--- src/rtl/priority_onehot_iterator.sv ---
`default_nettype none
// ============================================================================
// Module   : priority_onehot_iterator
// Brief    : Serialises a request vector into one-hot/index outputs, lowest bit
//            first, over valid/ready handshakes on both sides.
// Revision : 1.0 - initial release
// ============================================================================
module priority_onehot_iterator #(
  parameter int WIDTH          = 32,
  parameter int IMPLEMENTATION = 0
) (
  input  logic                     clk,
  input  logic                     rst,
  input  logic                     s_vld,
  output logic                     s_rdy,
  input  logic [WIDTH-1:0]         s_pry,
  output logic                     m_vld,
  input  logic                     m_rdy,
  output logic [WIDTH-1:0]         m_oht,
  output logic [$clog2(WIDTH)-1:0] m_bin,
  output logic                     m_lst
);

  localparam int WIDTH_LOG = $clog2(WIDTH);

  typedef enum logic [0:0] {
    IDLE = 1'b0,
    EMIT = 1'b1
  } state_t;

  state_t               r_state;
  state_t               w_state_nxt;
  logic [WIDTH-1:0]     r_rem;
  logic [WIDTH-1:0]     w_rem_nxt;
  logic [WIDTH-1:0]     w_oht;
  logic [WIDTH_LOG-1:0] w_bin;
  logic                 w_lst;
  logic                 w_in_xfer;
  logic                 w_out_xfer;

  generate
    if (IMPLEMENTATION == 0) begin : g_adder
      assign w_oht = r_rem & (~r_rem + WIDTH'(1));
    end else begin : g_scan
      // Descending scan so the lowest set bit is the last one written.
      always_comb begin
        w_oht = '0;
        for (int i = WIDTH - 1; i >= 0; i--) begin
          if (r_rem[i]) begin
            w_oht    = '0;
            w_oht[i] = 1'b1;
          end
        end
      end
    end
  endgenerate

  // w_oht is one-hot or zero, so an OR of indices is an exact, shallow encoder.
  always_comb begin
    w_bin = '0;
    for (int i = 0; i < WIDTH; i++) begin
      if (w_oht[i]) begin
        w_bin = w_bin | WIDTH_LOG'(i);
      end
    end
  end

  assign w_lst = ((r_rem & ~w_oht) == '0);

  assign m_vld = ~rst & (r_state == EMIT);
  assign s_rdy = ~rst & ((r_state == IDLE) | (w_lst & m_rdy));
  assign m_oht = w_oht;
  assign m_bin = w_bin;
  assign m_lst = w_lst;

  assign w_in_xfer  = s_vld & s_rdy;
  assign w_out_xfer = m_vld & m_rdy;

  always_comb begin
    w_state_nxt = r_state;
    w_rem_nxt   = r_rem;
    case (r_state)
      IDLE: begin
        if (w_in_xfer && (s_pry != '0)) begin
          w_rem_nxt   = s_pry;
          w_state_nxt = EMIT;
        end
      end
      EMIT: begin
        if (w_out_xfer) begin
          if (!w_lst) begin
            w_rem_nxt = r_rem & ~w_oht;
          end else if (w_in_xfer && (s_pry != '0)) begin
            w_rem_nxt = s_pry;
          end else begin
            w_rem_nxt   = '0;
            w_state_nxt = IDLE;
          end
        end
      end
      default: begin
        w_rem_nxt   = '0;
        w_state_nxt = IDLE;
      end
    endcase
  end

  always_ff @(posedge clk) begin
    if (rst) begin
      r_state <= IDLE;
      r_rem   <= '0;
    end else begin
      r_state <= w_state_nxt;
      r_rem   <= w_rem_nxt;
    end
  end

endmodule
`default_nettype wire

--- config.mk ---
export PLATFORM = sky130hd
export DESIGN_NAME = priority_onehot_iterator
export DESIGN_NICKNAME = d
export VERILOG_FILES = /design/src/rtl/priority_onehot_iterator.sv
export SDC_FILE = /design/constraint.sdc
export NUM_CORES = 1
export LEC_CHECK = 0
export BUFFER_PORTS_ARGS = -buffer_cell sky130_fd_sc_hd__buf_2
export CORE_UTILIZATION = 56
export CTS_BUF_LIST = sky130_fd_sc_hd__clkbuf_16
export DETAILED_ROUTE_END_ITERATION = 16
export PLACE_DENSITY = 0.95
export SLEW_MARGIN = 15
export SYNTH_ARGS = -nofsm -noshare
export SYNTH_HDL_FRONTEND = slang
export SYNTH_SLANG_ARGS = --single-unit
--- constraint.sdc ---
create_clock -name clk -period 5.6 [get_ports clk]
set_input_delay 0 -clock clk [delete_from_list [all_inputs] [get_ports clk]]
set_output_delay 0 -clock clk [all_outputs]
set_load 0.01 [all_outputs]
==> metrics <==
H-tree Lvls=2; FMAX=0.268 GHz; P_leak=between 0.0015 and 0.002 uW; core box area=4820 sq um; Yosys Warn Count=0; initial DRC count=roughly 500; Vias/cell=6.93; post-synthesis instance total=405; top cells by area, synth=dfxtp_1 23%, nor2_1 5.8%, o21ai_0 5.1%; largest family of logic cells by synthesized area=simple AND/OR/NAND/NOR gates; overall die area=5390 sq um; num ports=76; CTS Sinks=33; area share of the largest cell type after synthesis=0.231; worst relative slew slack=0.291; Setup violations, final=0; Die H=73.4 microns; PortBufs=75; met3 Usage GRT=0.102; post-route cell area=3480 sq um; cts bufs inserted=5; first-pass GRT wire length=16.9 mm; Worst setup SP type=flop; Post-Synth Adder-Cell Area=0.00701; Root Driver=clkbuf_16; number of global-route vias before repair=3,267; Post-synth EDFFs=0; initial core utilization=0.593; Routed Antenna Nets=0; via count=3,758; final WL=10.9 mm; Clock Skew=0.00316 ns; R2R Path Start=r_rem[1]$_SDFFE_PP0P_; Clk Latency, worst-skew pair=0.28 ns; met2 Use GR=0.634; HPWL Detailed=7.73 mm; most frequent cells in the layout=75 x buf_2, 43 x nor2_1, 33 x nand2_1, 33 x dfxtp_1, 29 x o21ai_0; GR Util All Layers=0.419; main flop type after synthesis=dfxtp_1; final worst path period need=3.73 ns; RSZ-0062 raised after global routing=no; flop2flop setup slack=about 1.9 ns; Synth Area in Simple Gates=0.370; Fillers=442; FF/Latch Area=661 sq um; DIE WIDTH=approximately 73 microns; worst vdd ir=about 0.00016 V; post-synthesis mux area share=0; Yosys cell types=55; layout cells sized above 1=0.215; sequential fraction of the synthesis area=0.231; clk buf depth=2; TritonCTS clock tree=yes; endpoints failing hold=0; nets=512; pin count of the biggest net entering global routing=30; Worst Setup End Kind=flop; grt total ovfl=0; Crit path required time=5.79 ns; compound-cell area share of the yosys netlist=0.314; Setup CP Type=reg -> reg; P&R area growth vs syn=21.9%; DRC=0; Netlist Area Pre-Place=roughly 2900 sq um; RD Place Congestion=0.972; clock slew at reported path FFs=0.05 ns; hold path depth=3; DR pass1 iterations=6; count of standard-cell rows=25; syn nets=around 440; worst slew pin tran=between 1 and 1.5 ns; register bit total from synthesis=33; Async S/R FF share, synth=0; PwrDens=260 nW/um^2; commonest non-fill, non-tap cell in the layout=buf_2; ANT cells=0; placed inst area=3180 sq um; status=finished, final reports clean; post-synth top area cell=dfxtp_1; fin crit share=0.667; gr busiest metal=met2; hold_sp=s_pry[20]; Critical Path Fanout Max=13; syn avg cell area=7.05 sq um; Crit path arrival time=3.93 ns; r2r endpoint=r_rem[24]$_SDFFE_PP0P_; post-synthesis xor/xnor area fraction=0; DR WL/cell=20.2 microns; Final Max Slew Viols=0; max cap viols=0; initial antenna violation count=0; Worst Hold End=r_rem[20]$_SDFFE_PP0P_; reg2reg path depth=7; setup_tns=0 ns; worst hold slack=roughly 0.00015 ns; Hold/Removal Path Class=in -> reg; Multi-input gate area=1980 sq um; met1 Track Usage GR=0.582; CTS-repair resized insts=0
-- how the worst max path moves through the flow --
stage / from / to / slack [ns] / cells past startpoint
after floorplan: r_rem[12]$_SDFFE_PP0P_ / r_rem[20]$_SDFFE_PP0P_ / 2.79 / 8
after global placement: r_rem[1]$_SDFFE_PP0P_ / r_rem[14]$_SDFFE_PP0P_ / 1.86 / 7
after detailed placement: r_rem[1]$_SDFFE_PP0P_ / r_rem[14]$_SDFFE_PP0P_ / 1.66 / 7
after CTS: r_rem[1]$_SDFFE_PP0P_ / r_rem[14]$_SDFFE_PP0P_ / 1.66 / 7
after global routing: r_rem[1]$_SDFFE_PP0P_ / r_rem[24]$_SDFFE_PP0P_ / 1.71 / 7
final: r_rem[1]$_SDFFE_PP0P_ / r_rem[24]$_SDFFE_PP0P_ / 1.87 / 7
-- power breakdown --
part / switching, uW / internal (uW) / leakage, uW
Clock: 99.5 / 159 / 0.0000655
Sequential: 44.2 / 254 / 0.000271
Combinational: 219 / 129 / 0.00117
Total: 362 / 542 / 0.00151
-- synth_stat cells, types with 3 or more instances --
master / count
nor2_1: 44
dfxtp_1: 33
nand2_1: 33
o21ai_0: 29
a21oi_1: 25
inv_1: 22
nor4_1: 22
clkbuf_1: 20
nor3_1: 16
nand4_1: 14
nand3_1: 13
o2bb2ai_1: 13
a22oi_1: 11
and2_1: 10
and3_1: 8
o211ai_1: 8
or3_1: 8
o21a_1: 5
a31oi_1: 4
o21ai_1: 4
a211oi_2: 3
buf_2: 3
buf_6: 3
nor2b_1: 3
nor3b_1: 3
o31ai_2: 3
o32ai_1: 3
o41ai_1: 3
or2_2: 3
-- state kept, by name (all words and copies together), names as in the netlist --
register	flops
r_rem	32
r_state	1
-- metal layers --
| layer | up-vias | share of wire |
|---|---|---|
| met4 | 0 | 0.043 |
| met5 | - | 0 |
| li1 | 1683 | - |
| met3 | 64 | 0.14 |
| met1 | 1681 | 0.39 |
| met2 | 330 | 0.43 |
-- final cells by class --
cell class / instances / share of cell area
Sequential cell: 33 / 0.190
Timing Repair Buffer: 92 / 0.156
Inverter: 22 / 0.0237
Tap cell: 67 / 0.0241
Clock inverter: 1 / 0.00144
Clock buffer: 5 / 0.0359
Multi-Input combinational cell: 322 / 0.569
-- kinds of logic after synthesis --
group	after synthesis
buffers and inverters	50
AND/OR/NAND/NOR	191
flip-flops	33
adder cells (fa/ha/maj)	2
AO/OA/AOI/OAI	129
-- what timing repair did --
item	in CTS	in global routing
setup buffers	0	0
hold buffers	16	0
hold endpoints to repair	16	0
endpoints found under the setup margin	0	0
-- critical path: stages (launching register included) --
cell       delay (ns)
dfxtp_1          0.40
nor3_2           0.63
nand2_1          0.45
o41ai_1          0.57
nand3_1          0.21
nor4_1           0.83
and2_4           0.40
o2bb2ai_1        0.16
-- through the flow --
stage               worst slack [ns]  total power [uW]  instances   util
finish                          1.87               904        542  0.723
floorplan                       2.79               522        405      -
detailed placement              1.66               622        520  0.661
CTS                             1.66               886        542  0.721
global placement                1.86               617        520  0.661
global route                    1.71               941        542  0.723
Power figures use the tool's default switching activity.
